===== config.mk =====
export PLATFORM = sky130hd
export DESIGN_NAME = sonar_varredura_uc
export DESIGN_NICKNAME = d
export VERILOG_FILES = /design/src/rtl/sonar_pkg.sv /design/src/rtl/sonar_contador_m.sv /design/src/rtl/sonar_varredura_uc.sv
export SDC_FILE = /design/constraint.sdc
export NUM_CORES = 1
export LEC_CHECK = 0
export CAP_MARGIN = 20
export CORE_UTILIZATION = 25
export CTS_CLUSTER_SIZE = 16
export DETAILED_ROUTE_END_ITERATION = 6
export GPL_TIMING_DRIVEN = 0
export PLACE_DENSITY = 0.39
export REMOVE_ABC_BUFFERS = 1
export SYNTH_ARGS = -nofsm -noshare
export SYNTH_HDL_FRONTEND = slang
export SYNTH_SLANG_ARGS = --single-unit

===== constraint.sdc =====
create_clock -name clock -period 2.8 [get_ports clock]
set_input_delay 0.84 -clock clock [delete_from_list [all_inputs] [get_ports clock]]
set_output_delay 0.84 -clock clock [all_outputs]
set_load 0.03 [all_outputs]

===== src/rtl/sonar_pkg.sv =====
// Shared definitions for the sonar sweep controller: state codes (also used by
// the db_estado 7-segment decode) and a constant-width helper.
package sonar_pkg;

  typedef enum logic [3:0] {
    INICIAL     = 4'h0,
    PREPARA     = 4'h1,
    POSICIONA   = 4'h2,
    MEDE        = 4'h3,
    REPOSICIONA = 4'h4,
    TRANSMITE   = 4'h5,
    AGUARDA     = 4'hA,
    PROX_DIGITO = 4'hC,
    ESPERA      = 4'hE,
    FINAL       = 4'hF
  } estado_t;

  localparam logic [3:0] DB_INVALIDO = 4'hB;

  // Minimum of one bit so that degenerate sizes still give a legal vector.
  function automatic int clog2(input int n);
    int r;
    r = 0;
    for (int i = 0; i < 31; i++) begin
      if ((1 << i) < n) r = i + 1;
    end
    return (r == 0) ? 1 : r;
  endfunction

endpackage


===== src/rtl/sonar_contador_m.sv =====
// Modulo-M counter with synchronous clear; fim flags the terminal count M-1.
module sonar_contador_m
  import sonar_pkg::*;
#(
  parameter int M = 16
) (
  input  logic                clock,
  input  logic                reset,
  input  logic                zera,
  input  logic                conta,
  output logic [clog2(M)-1:0] q,
  output logic                fim
);

  localparam int W = clog2(M);

  always_ff @(posedge clock or posedge reset) begin
    if (reset) begin
      q <= '0;
    end else if (zera) begin
      q <= '0;
    end else if (conta) begin
      q <= fim ? '0 : q + 1'b1;
    end
  end

  assign fim = (q == W'(M - 1));

endmodule


===== src/rtl/sonar_varredura_uc.sv =====
// Sonar sweep control unit: ping-pong or single sweep over N_POS servo positions,
// with settle timer, echo watchdog and per-position frame transmission.
module sonar_varredura_uc
  import sonar_pkg::*;
#(
  parameter int N_POS     = 8,
  parameter int T_ASSENTA = 25000000,
  parameter int N_DIGITOS = 7,
  parameter int T_MEDIDA  = 12500000,
  localparam int AW = clog2(N_POS),
  localparam int DW = clog2(N_DIGITOS)
) (
  input  logic          clock,
  input  logic          reset,
  input  logic          ligar,
  input  logic          modo,
  input  logic          fim_medida,
  input  logic          silencio,
  input  logic          fim_digito,
  output logic          zera,
  output logic          comeca_medida,
  output logic          comeca_transmissao,
  output logic [DW-1:0] indice_digito,
  output logic [AW-1:0] angulo,
  output logic          direcao,
  output logic          erro_medida,
  output logic          fim_posicao,
  output logic          pronto,
  output logic [3:0]    db_estado
);

  localparam logic [AW-1:0] ANG_MAX = AW'(N_POS - 1);
  localparam logic [DW-1:0] DIG_MAX = DW'(N_DIGITOS - 1);

  estado_t estado, prox;
  logic fim_assenta, fim_watchdog;
  logic [clog2(T_ASSENTA)-1:0] assenta_q_unused;
  logic [clog2(T_MEDIDA)-1:0]  medida_q_unused;
  logic ultima_posicao;

  // Each timer restarts from zero on every entry into its own state.
  sonar_contador_m #(.M(T_ASSENTA)) u_assenta (
    .clock (clock),
    .reset (reset),
    .zera  (estado != POSICIONA),
    .conta (estado == POSICIONA),
    .q     (assenta_q_unused),
    .fim   (fim_assenta)
  );

  sonar_contador_m #(.M(T_MEDIDA)) u_watchdog (
    .clock (clock),
    .reset (reset),
    .zera  (estado != AGUARDA),
    .conta (estado == AGUARDA),
    .q     (medida_q_unused),
    .fim   (fim_watchdog)
  );

  assign ultima_posicao = modo && (angulo == ANG_MAX);

  always_ff @(posedge clock or posedge reset) begin
    if (reset) estado <= INICIAL;
    else       estado <= prox;
  end

  always_comb begin
    prox               = estado;
    zera               = 1'b0;
    comeca_medida      = 1'b0;
    comeca_transmissao = 1'b0;
    fim_posicao        = 1'b0;
    pronto             = 1'b0;
    db_estado          = 4'(estado);
    case (estado)
      INICIAL: begin
        zera = 1'b1;
        if (ligar) prox = PREPARA;
      end
      PREPARA: begin
        zera = 1'b1;
        prox = POSICIONA;
      end
      POSICIONA: begin
        if (!ligar)           prox = FINAL;
        else if (fim_assenta) prox = MEDE;
      end
      MEDE: begin
        comeca_medida = 1'b1;
        prox          = AGUARDA;
      end
      // A measurement arriving on the watchdog's last cycle still counts.
      AGUARDA: begin
        if (fim_medida)        prox = silencio ? REPOSICIONA : TRANSMITE;
        else if (fim_watchdog) prox = REPOSICIONA;
      end
      TRANSMITE: begin
        comeca_transmissao = 1'b1;
        prox               = ESPERA;
      end
      ESPERA: begin
        if (fim_digito) prox = PROX_DIGITO;
      end
      PROX_DIGITO: begin
        prox = (indice_digito == DIG_MAX) ? REPOSICIONA : TRANSMITE;
      end
      REPOSICIONA: begin
        fim_posicao = 1'b1;
        prox        = ultima_posicao ? FINAL : POSICIONA;
      end
      FINAL: begin
        pronto = 1'b1;
        prox   = INICIAL;
      end
      default: begin
        db_estado = DB_INVALIDO;
        prox      = INICIAL;
      end
    endcase
  end

  // Angle turns around at either end so it never leaves 0..N_POS-1.
  always_ff @(posedge clock or posedge reset) begin
    if (reset) begin
      angulo        <= '0;
      direcao       <= 1'b0;
      indice_digito <= '0;
      erro_medida   <= 1'b0;
    end else begin
      case (estado)
        PREPARA: begin
          angulo        <= '0;
          direcao       <= 1'b0;
          indice_digito <= '0;
          erro_medida   <= 1'b0;
        end
        MEDE: begin
          indice_digito <= '0;
          erro_medida   <= 1'b0;
        end
        AGUARDA: begin
          if (!fim_medida && fim_watchdog) erro_medida <= 1'b1;
        end
        PROX_DIGITO: begin
          if (indice_digito != DIG_MAX) indice_digito <= indice_digito + 1'b1;
        end
        REPOSICIONA: begin
          if (!ultima_posicao) begin
            if (!direcao) begin
              if (angulo == ANG_MAX) begin
                direcao <= 1'b1;
                angulo  <= angulo - 1'b1;
              end else begin
                angulo  <= angulo + 1'b1;
              end
            end else begin
              if (angulo == '0) begin
                direcao <= 1'b0;
                angulo  <= angulo + 1'b1;
              end else begin
                angulo  <= angulo - 1'b1;
              end
            end
          end
        end
        default: ;
      endcase
    end
  end

endmodule


Word-level counts from Yosys, hierarchy flattened
Index checks and enable logic that the tools add are counted.

Memory bits (writable): 0. Latch bits: 0. Logic and storage cells: 88. Output and inout port bits: 17. Memory bits (read-only): 0. Memories: 0. Bits in registers: 61.

$add $sub $neg: 5. Shift-type cells: 0. Divide/modulo/power cells: 0. Muxes and demuxes: 36. Reductions and logical operators: 17. $mul: 0. Bitwise gates (word level): 0. Equal/unequal tests: 23. Order comparisons: 0.

Operators by type and width (count): 2-to-1 mux 25 bit (3); 2-to-1 mux 24 bit (3); one-hot mux 4 bit (9 select lines) (1); 2-to-1 mux 4 bit (8); adder 25 x 1 -> 25 bit (second input constant) (1); == test 25 bit (second input constant) (1); adder 24 x 1 -> 24 bit (second input constant) (1); == test 24 bit (second input constant) (1); == test 4 bit (second input constant) (4); 2-to-1 mux 3 bit (5); 2-to-1 mux 1 bit (12); one-hot mux 3 bit (2 select lines) (2); inequality test 2 bit (second input constant) (5); nonzero test 2 bit (5); OR reduction 10 bit (1); inequality test 3 bit (second input constant) (3); == test 4 x 2 -> 1 bit (second input constant) (2); == test 4 x 3 -> 1 bit (second input constant) (2); adder 3 x 1 -> 3 bit (second input constant) (2); == test 3 bit (second input constant) (2); AND reduction 2 bit (3); == test 4 x 1 -> 1 bit (second input constant) (1); logical NOT 4 bit (1); inequality test 4 x 2 -> 1 bit (second input constant) (1); other kinds (8) (11).

Depth between registers and ports, before layout
Gate-level depths: netlist (run 1).

Word-level depth: 5. Mapped depth: 8. Mapped depth without buffers: 7.

Modules after synthesis
A second synthesis (run 1) with hierarchy kept.

Cell total of the unflattened synthesis: 423. Area total of the unflattened synthesis: 3812.4 µm².

By module, submodules not included: sonar_contador_m at u_watchdog (times used 1, area each 1526.5 µm², cells an instance 169); sonar_contador_m at u_assenta (times used 1, area each 1412.6 µm², cells an instance 151); sonar_varredura_uc (times used 1, area each 873.3 µm², cells an instance 103).

Worst setup path after synthesis (run 1)
Ideal clock, no wire load.

Kind: reg2out. Start point: reg estado[2]. End point: out comeca_transmissao. Cell stages (with the launch flop): 4. Arrival time: 1.612 ns. Setup slack: 0.348 ns. Required time: 1.960 ns. Cell sequence: dfrtp_1 > clkbuf_1 > clkbuf_1 > nor3b_1.

Longest elaborated chain between the ends: 2.

RTL lines: from (decl) (RTL line sonar_varredura_uc.sv:35) `estado_t estado, prox;`; from (signal assigned) (RTL line sonar_varredura_uc.sv:64) `else estado <= prox;`; == test 4 x 3 -> 1 bit (RTL line sonar_varredura_uc.sv:75) `case (estado)`; 2-to-1 mux 1 bit (RTL line sonar_varredura_uc.sv:75); to (decl) (RTL line sonar_varredura_uc.sv:22) `output logic comeca_transmissao,`.

No other way between the ends.

Final worst setup path (run 1)
Start point: reg estado[0]. End point: out db_estado[1].

Longest elaborated chain between the ends: 3. Elaborated cells on any way between the ends: 12.

RTL lines: == test 4 bit (tied with other cells) (RTL line sonar_varredura_uc.sv:75); OR reduction 10 bit (no source line) *; 2-to-1 mux 4 bit * (RTL line sonar_varredura_uc.sv:75); to (decl) (RTL line sonar_varredura_uc.sv:29) `output logic [3:0] db_estado`.

Every way passes the cells marked *; elsewhere a longest branch is shown, timed or not.

==> results.py, run 1 <==
metrics = {
    "layout": {
        "diodes": 0,
        "final_common_cell": "nor2_1",
        "num-fill-cells": 1376,
        "layout_common_cells": "58 x nor2_1, 57 x dfrtp_1, 31 x xor2_1",
        "area_delta_synth_final_pct": 22.6,
        "fin_nets": 384,
        "stdcell_count": 544,
        "layout-drive-gt1-share_pct": 8.87,
    },
    "clock_network": {
        "cts.sinks": 61,
        "cts_buffer_depth": 2,
        "cts_tree": "yes",
        "hold_buffers": 0,
        "cts-root-buf": "clkbuf_16",
        "clk_pin_slew_ns": 0.05,
        "cts.htree.levels": 3,
        "cts_made_buffers": 9,
        "clk-insertion-delay-late_ns": 0.33,
    },
    "worst_hold_path": {
        "hold_class": "flop to flop",
    },
    "sta": {
        "worst_slack_ns": 0.178,
        "rsz0062_at_grt": "no",
        "slew_headroom_pct": 37.6,
        "fmax_ghz": 0.381,
        "setup_viol": 0,
        "maxSlewViolCount": 0,
        "setup-tns-final_ns": 0,
        "hold_viol": 0,
        "period_share_pct": 93.7,
        "fin_crit_ns": 2.62,
        "clock_skew_ns": 0.00531,
        "worst_pin_slew_ns": 0.927,
    },
    "synth": {
        "ys_top_cells_by_area": "dfrtp_1 47%, xor2_1 8.3%, nor2_1 6.6%",
        "synth_edf_count": 0,
        "avgSynthCellArea_um2": 9.51,
        "ys.warnings.count": 0,
        "ys_seq_area_share_pct": 46.5,
        "yosysTopAreaCell": "dfrtp_1",
        "synthFlopType": "dfrtp_1",
        "netlist_instances": 345,
        "netlist_area_mm2": 0.00328,
        "synth_async_sr_flop_share_pct": 100,
        "synth.distinct_cells": 51,
        "synth-seq-cells": 61,
        "synth.top_cell.area_share_pct": 46.5,
    },
    "critical_path": {
        "critPathMaxStageDelay_ns": 0.59,
        "cp_max_fo": 17,
        "slowest_stage": "clkdlybuf4s50_1",
        "endpoint_kind": "primary output",
        "crit_path_start_kind": "flop",
        "cp.arrival_ns": 1.78,
        "cp.required_ns": 1.96,
        "crit_path_cell_trace": "nand2b_1 -> a21o_1 -> clkdlybuf4s50_1",
        "path_class": "flop to primary output",
    },
    "place": {
        "detailed_place_hpwl_um": 4770,
        "pre_cts_ws_ns": -0.0168,
        "io_buffer_count": 23,
        "dp_cells": 527,
        "finalWeightedCongestion": 0.714,
    },
    "floorplan": {
        "fp.dieW_um": 117,
        "coreArea_mm2": 0.0127,
        "initial_core_util_pct": 25.8,
        "chipHeight_um": 117,
        "num_rows": 41,
        "die-area_mm2": 0.0136,
        "ios": 24,
    },
    "grt": {
        "grt_pass1_wl_um": 12500,
        "gr-total-overflow": 0,
        "grt_pass1_vias": 2555,
        "grt_use_total_pct": 12.0,
        "antenna_found_initial": 0,
        "grt_max_degree": 33,
    },
    "status": {
        "status": "finished, final reports clean",
    },
    "drt": {
        "routed_wl_um": 7200,
        "ant_nets": 0,
        "drc": 0,
        "first_pass_iters": 4,
        "vias": 2501,
        "wl_per_cell_um": 13.2,
        "drt_iter0_drc": 167,
        "viasPerCell": 4.60,
    },
    "power_and_ir_drop": {
        "leakage_nw": 1.69,
        "powerDensity_mw_per_mm2": 738,
        "ir_worst_vdd_uv": 282,
    },
    "run": {
        "maxCapViolations": 0,
    },
}
[flip-flops by register name, summed over array words and instances (netlist names)]
name / cells
direcao: 1
u_assenta.q: 25
indice_digito: 3
erro_medida: 1
angulo: 3
u_watchdog.q: 24
estado: 4
[routing by layer]
layer | wire length (um) | global-route usage, % | part of all wire [%] | up-vias
li1 | - | - | - | 1240
met1 | 3530 | 15.7 | 49 | 1208
met2 | 3290 | 19.0 | 46 | 41
met3 | 211 | 1.76 | 2.9 | 12
met4 | 165 | 6.33 | 2.3 | 0
met5 | 0 | 0 | 0 | -
[worst max-delay path: cells and delay by family (launching register included)]
family / cells / cell delay [ns]
buffers and inverters: 1 / 0.59
flip-flops: 1 / 0.51
AND/OR/NAND/NOR: 1 / 0.18
AO/OA/AOI/OAI: 1 / 0.18
[what timing repair did]
item	in CTS	in global routing
pin swaps	1	0
setup buffers	2	0
gates resized for setup	6	4
endpoints found under the setup margin	9	4
[cells in the mapped netlist, types with 2 or more instances]
library cell,number
nand2_1,26
o21ai_0,12
clkbuf_1,5
and3_1,10
inv_1,9
and4_1,3
dfrtp_1,61
and2_1,3
nand4_1,15
nor2b_1,2
buf_2,7
xnor2_1,13
xor2_1,31
a21oi_1,8
nand3_1,19
nand2b_1,4
a21o_1,4
nand3b_1,2
nor3b_1,2
buf_1,2
nor4_1,5
nor3_1,7
or3_1,3
nor2_1,58
ha_1,8
[logic make-up after synthesis]
kind of cell / Yosys count / synth area share [%]
DFF: 61 / 46.5
AOI/OAI and AO/OA: 35 / 7.32
and+or+nand+nor: 171 / 27.3
adders and majority gates: 8 / 3.05
muxes: 3 / 1.11
buffers and inverters: 23 / 2.90
xor gates and xnor gates: 44 / 11.7
[power by group]
| part | leakage, nW | internal, mW | switching [mW] |
|---|---|---|---|
| sequential | 0.839 | 0.942 | 0.123 |
| combinational | 0.712 | 0.355 | 0.490 |
| clock | 0.144 | 0.683 | 0.376 |
| total | 1.69 | 1.98 | 0.989 |
[worst paths after layout]
kind / cells after the start / to / from / slack [ns]
worst max-delay path: 3 / db_estado[1] / estado[0]$_DFFE_PP0P_ / 0.18
worst max register to register: 6 / u_assenta.q[24]$_DFF_PP0_ / u_assenta.q[0]$_DFF_PP0_ / 0.60
worst min register to register: 1 / u_watchdog.q[0]$_DFF_PP0_ / u_watchdog.q[0]$_DFF_PP0_ / 0.48
max in group asynchronous: 3 / estado[2]$_DFFE_PP0P_ / reset / 1.20
min in group asynchronous: 2 / u_watchdog.q[7]$_DFF_PP0_ / reset / 0.95
worst min-delay path: 1 / u_watchdog.q[0]$_DFF_PP0_ / u_watchdog.q[0]$_DFF_PP0_ / 0.48
[through the flow]
step / util [%] / hold WS (ns) / area (um^2) / power, mW
2_1_floorplan: - / 0.448 / 3220 / 1.58
3_3_place_gp: 28.8 / 0.475 / 3660 / 1.87
3_5_place_dp: 29.0 / 0.476 / 3680 / 1.87
4_1_cts: 31.3 / 0.483 / 3990 / 2.98
5_1_grt: 31.6 / 0.523 / 4020 / 3.15
6_report: 31.6 / 0.480 / 4020 / 2.97
[cell type report]
cell class,instances,area [um^2],share of cell area [%]
flip-flops and latches,61,1530,38.1
clock buffers,13,280,6.97
multi-input cells,261,1660,41.2
inverters,9,33.8,0.840
repair buffers,27,298,7.40
well taps,172,215,5.35
clock inverters,1,5.00,0.124
Power figures use the tool's default switching activity.
==> run 2: changes to the inputs <==
- RECOVER_POWER: not set -> 100
==> run 2 against run 1 <==
  * Critical path depth did not move
  * Worst hold slack barely moved
  * Clock power barely moved
  * Sequential power barely moved
  * Final cell count did not move
  * Largest power group unchanged
  * Highest routed layer unchanged
==> results.py, run 2 (synthesis results as in run 1) <==
metrics = {
    "drt": {
        "drt_iter0_drc": 154,
        "routed_wl_um": 7180,
        "vias": 2520,
        "wl_per_cell_um": 13.2,
        "viasPerCell": 4.63,
        "ant_nets": 0,
        "first_pass_iters": 4,
        "drc": 0,
    },
    "floorplan": {
        "ios": 24,
        "coreArea_mm2": 0.0127,
        "num_rows": 41,
        "initial_core_util_pct": 25.8,
        "fp.dieW_um": 117,
        "die-area_mm2": 0.0136,
        "chipHeight_um": 117,
    },
    "status": {
        "status": "finished, final reports clean",
    },
    "place": {
        "detailed_place_hpwl_um": 4770,
        "finalWeightedCongestion": 0.714,
        "dp_cells": 527,
        "io_buffer_count": 23,
    },
    "power_and_ir_drop": {
        "powerDensity_mw_per_mm2": 730,
        "switchingPower_mw": 0.975,
        "p_clk_share_pct": 36.6,
        "seq_power_share_pct": 36.9,
        "ir_worst_vdd_uv": 279,
        "leakage_nw": 1.63,
        "p_comb_share_pct": 26.5,
        "sw_frac_of_total_pct": 33.8,
        "total_power_mw": 2.89,
        "power.internal_mw": 1.91,
    },
    "layout": {
        "layout_common_cells": "58 x nor2_1, 57 x dfrtp_1, 31 x xor2_1",
        "final_common_cell": "nor2_1",
        "largest_reg_flops": 25,
        "area_delta_synth_final_pct": 20.7,
        "fin_nets": 384,
        "reg_top3": "u_assenta.q x25, u_watchdog.q x24, estado x4",
        "largest-register": "u_assenta.q",
        "stdcell_count": 544,
        "layout-drive-gt1-share_pct": 7.26,
        "diodes": 0,
    },
    "sta": {
        "period_share_pct": 93.6,
        "setup_viol": 0,
        "rsz0062_at_grt": "no",
        "hold_viol": 0,
        "fin_crit_ns": 2.62,
        "slew_headroom_pct": 13.2,
        "worst_pin_slew_ns": 1.30,
        "fmax_ghz": 0.382,
        "setup-tns-final_ns": 0,
        "maxSlewViolCount": 0,
        "clock_skew_ns": 0.00679,
    },
    "critical_path": {
        "cp_max_fo": 17,
        "endpoint_kind": "primary output",
        "crit_path_start_kind": "flop",
        "path_class": "flop to primary output",
        "cp.arrival_ns": 1.78,
        "cp.required_ns": 1.96,
    },
    "grt": {
        "grt_max_degree": 33,
        "gr-total-overflow": 0,
        "antenna_found_initial": 0,
        "grt_pass1_wl_um": 12500,
        "grt_pass1_vias": 2555,
        "grt_use_total_pct": 12.0,
    },
    "clock_network": {
        "clk_pin_slew_ns": 0.05,
        "cts-root-buf": "clkbuf_16",
        "cts.sinks": 61,
        "cts_tree": "yes",
        "cts.htree.levels": 3,
        "cts_buffer_depth": 2,
        "hold_buffers": 0,
        "cts_made_buffers": 9,
        "clk-insertion-delay-late_ns": 0.33,
    },
    "worst_hold_path": {
        "hold_class": "flop to flop",
    },
    "run": {
        "maxCapViolations": 0,
    },
}
==> run 2: cell count changes in the layout (fill, tap and decap cells not counted), sizes merged <==
cell | before | now
buf | 4 | 3
clkbuf | 13 | 17
clkdlybuf4s50 | 17 | 4
dlygate4sd3 | 0 | 13
dlymetal6s2s | 4 | 1
==> run 2: final timing paths <==
check / start / cells past startpoint / slack [ns] / to
worst max register to register: u_assenta.q[0]$_DFF_PP0_ / 6 / 0.34 / u_assenta.q[9]$_DFF_PP0_
worst max-delay path: estado[0]$_DFFE_PP0P_ / 3 / 0.18 / db_estado[1]
worst min register to register: u_watchdog.q[0]$_DFF_PP0_ / 1 / 0.48 / u_watchdog.q[0]$_DFF_PP0_
worst min-delay path: u_watchdog.q[0]$_DFF_PP0_ / 1 / 0.48 / u_watchdog.q[0]$_DFF_PP0_
max in group asynchronous: reset / 3 / 0.66 / estado[0]$_DFFE_PP0P_
min in group asynchronous: reset / 2 / 1.32 / u_watchdog.q[7]$_DFF_PP0_
==> run 2: repair_timing <==
action                                  in CTS  in global routing
pin swaps                                    1                  0
endpoints found under the setup margin       9                  4
buffers inserted                             2                  0
gates resized for setup                      6                  4
==> run 2: per-stage QoR <==
stage	area (um^2)	hold slack, ns	utilization (%)	setup WS, ns
after global placement	3660	0.475	28.8	-0.861
after CTS	3990	0.483	31.3	0.0225
after floorplan	3220	0.448	-	0.391
final	3960	0.480	31.1	0.179
after global routing	3960	0.523	31.1	0.0799
after detailed placement	3680	0.476	29.0	-0.0168
==> run 2: cell type report <==
class | instances | area (um^2)
Fill cell | 1386 | 8760
Multi-Input combinational cell | 261 | 1650
Sequential cell | 61 | 1530
Clock buffer | 13 | 280
Timing Repair Buffer | 27 | 248
Tap cell | 172 | 215
Inverter | 9 | 33.8
Clock inverter | 1 | 5.00
==> run 2: critical path: stages, from the launching register on <==
cell	delay, ns
dfrtp_2	0.51
nand2b_1	0.18
a21o_1	0.18
clkdlybuf4s50_1	0.59
==> run 2: metal layers <==
layer  global-route usage, %  up-vias  routed length, um
li1                        -     1240                  -
met1                    15.7     1229               3500
met2                    19.0       40               3350
met3                    1.76       11                197
met4                    6.33        0                127
met5                       0        -                  0
==> run 2: power by group through the flow <==
stage / registers, mW / clock network (mW) / logic, mW
detailed placement: 1.11 / 0 / 0.767
CTS: 1.07 / 1.09 / 0.816
global route: 1.09 / 1.13 / 0.855
global placement: 1.11 / 0 / 0.763
floorplan: 1.09 / 0 / 0.489
finish: 1.06 / 1.06 / 0.766
==> run 3: changes to the inputs <==
- REMOVE_ABC_BUFFERS: 1 -> not set
==> run 3 against run 2 <==
  * Worst hold slack better by 0.0062 ns
  * First-iteration DRC count up 41%
  * Cell area up 0.25%
  * Final cell count up 1.8%
  * Critical path depth up 2
  * Clock skew down 0.0027 ns
  * Sequential share of layout area down 0.22 points
  * Count of clock-buffer cells in the layout down 1
  * Critical path type unchanged
  * Sequential power down 6%
  * Largest power group is now the clock network
  * Clock power about the same
  * Global-route usage up 0.23 points
  * Die area unchanged
  * Highest routed layer unchanged
==> results.py, run 3 (synthesis results as in run 1) <==
metrics = {
    "drt": {
        "ant_nets": 0,
        "first_pass_iters": 4,
        "vias": 2563,
        "routed_wl_um": 7340,
        "wl_per_cell_um": 13.2,
        "drt_iter0_drc": 217,
        "drc": 0,
        "viasPerCell": 4.63,
    },
    "clock_network": {
        "cts-root-buf": "clkbuf_16",
        "cts_made_buffers": 9,
        "cts_tree": "yes",
        "clk_pin_slew_ns": 0.05,
        "hold_buffers": 0,
        "cts.htree.levels": 3,
        "cts.sinks": 61,
        "clk-insertion-delay-late_ns": 0.32,
        "cts_buffer_depth": 2,
    },
    "place": {
        "placed_cell_area_mm2": 0.00373,
        "pre_cts_ws_ns": -0.0380,
        "detailed_place_hpwl_um": 5060,
        "io_buffer_count": 23,
        "finalWeightedCongestion": 0.749,
    },
    "critical_path": {
        "cp_max_fo": 10,
        "cp.required_ns": 1.96,
        "crit_path_cell_trace": "buf_2 -> clkbuf_2 -> a21o_1 -> a21o_1 -> dlygate4sd2_1",
        "critPathMaxStageDelay_ns": 0.37,
        "crit_path_start_kind": "flop",
        "path_common_cell": "a21o_1",
        "endpoint_kind": "primary output",
        "cp.arrival_ns": 1.80,
        "path_class": "flop to primary output",
        "slowest_stage": "dfrtp_1",
    },
    "sta": {
        "period_share_pct": 94.4,
        "setup-tns-final_ns": 0,
        "maxSlewViolCount": 0,
        "worst_pin_slew_ns": 1.34,
        "worst_slack_ns": 0.156,
        "rsz0062_at_grt": "no",
        "setup_viol": 0,
        "hold_viol": 0,
        "clock_skew_ns": 0.00407,
        "slew_headroom_pct": 10.8,
        "fmax_ghz": 0.378,
        "fin_crit_ns": 2.64,
    },
    "layout": {
        "largest-register": "u_assenta.q",
        "layout_common_cells": "61 x dfrtp_1, 58 x nor2_1, 31 x xor2_1",
        "design_area_mm2": 0.00397,
        "layout-drive-gt1-share_pct": 7.59,
        "area_delta_synth_final_pct": 21.0,
        "fin_nets": 392,
        "fin_util_pct": 31.2,
        "largest_reg_flops": 25,
        "diodes": 0,
        "reg_top3": "u_assenta.q x25, u_watchdog.q x24, estado x4",
        "final_common_cell": "dfrtp_1",
    },
    "grt": {
        "gr-total-overflow": 0,
        "grt_pass1_vias": 2448,
        "use_met3_pct": 2.91,
        "grtUsageMet1_pct": 17.4,
        "grt-busiest-layer": "met1",
        "grt_max_degree": 62,
        "grt_pass1_wl_um": 12600,
        "met2_usage_pct": 17.2,
        "antenna_found_initial": 0,
        "grt_use_total_pct": 12.2,
    },
    "power_and_ir_drop": {
        "sw_frac_of_total_pct": 34.9,
        "power.internal_mw": 1.86,
        "seq_power_share_pct": 34.9,
        "switchingPower_mw": 0.999,
        "p_comb_share_pct": 29.2,
        "total_power_mw": 2.86,
        "p_clk_share_pct": 35.9,
        "leakage_nw": 1.67,
        "powerDensity_mw_per_mm2": 721,
        "ir_worst_vdd_uv": 261,
    },
    "floorplan": {
        "initial_core_util_pct": 25.8,
        "num_rows": 41,
        "fp.dieW_um": 117,
        "coreArea_mm2": 0.0127,
        "ios": 24,
        "die-area_mm2": 0.0136,
        "chipHeight_um": 117,
    },
    "status": {
        "status": "finished, final reports clean",
    },
    "synth": {
        "synthesis.nets": 360,
    },
    "worst_hold_path": {
        "hold_class": "flop to flop",
    },
    "run": {
        "maxCapViolations": 0,
    },
}
[run 3: layer usage]
metal | part of all wire (%) | vias up | wire length (um)
met5 | 0 | - | 0
met4 | 1.6 | 0 | 117
met3 | 4.3 | 9 | 314
met2 | 43 | 54 | 3140
met1 | 51 | 1232 | 3770
li1 | - | 1268 | -
[run 3: through the flow]
| stage | hold WS (ns) | cells |
|---|---|---|
| 6_report | 0.486 | 554 |
| 3_5_place_dp | 0.486 | 540 |
| 5_1_grt | 0.516 | 554 |
| 3_3_place_gp | 0.483 | 540 |
| 2_1_floorplan | 0.448 | 345 |
| 4_1_cts | 0.493 | 554 |
[run 3: worst paths after layout]
path	endpoint	depth (start not counted)	from	slack [ns]
worst max register to register	estado[3]$_DFFE_PP0P_	6	u_assenta.q[0]$_DFF_PP0_	0.47
worst min register to register	u_assenta.q[0]$_DFF_PP0_	1	u_assenta.q[0]$_DFF_PP0_	0.49
worst max-delay path	db_estado[0]	5	estado[1]$_DFFE_PP0P_	0.16
worst min-delay path	u_assenta.q[0]$_DFF_PP0_	1	u_assenta.q[0]$_DFF_PP0_	0.49
min in group asynchronous	u_assenta.q[22]$_DFF_PP0_	2	reset	1.35
max in group asynchronous	indice_digito[2]$_DFFE_PP0P_	2	reset	0.63
[run 3: timing repair]
item	in CTS	in global routing
resized for setup	13	0
endpoints found under the setup margin	9	0
buffers inserted	0	0
[run 3: layout make-up]
type                    count  area (um^2)
plain buffers              12         53.8
clock buffers              12          256
clock inverters             4         22.5
fillers                  1367         8750
inverters                   9         33.8
multi-input cells         261         1640
flip-flops and latches     61         1530
well taps                 172          215
repair buffers             23          219
[run 3: power by group through the flow]
stage | registers [mW] | logic (mW) | clock network [mW]
finish | 0.999 | 0.835 | 1.03
global route | 1.01 | 0.941 | 1.11
CTS | 1.00 | 0.886 | 1.07
detailed placement | 0.992 | 0.942 | 0
global placement | 0.990 | 0.949 | 0
floorplan | 1.01 | 0.618 | 0
[run 3: worst max-delay path: cells and delay by family, from the launching register on]
kind / cells / cell delay, ns
buf+inv: 3 / 0.73
compound gates: 2 / 0.38
flops: 1 / 0.37
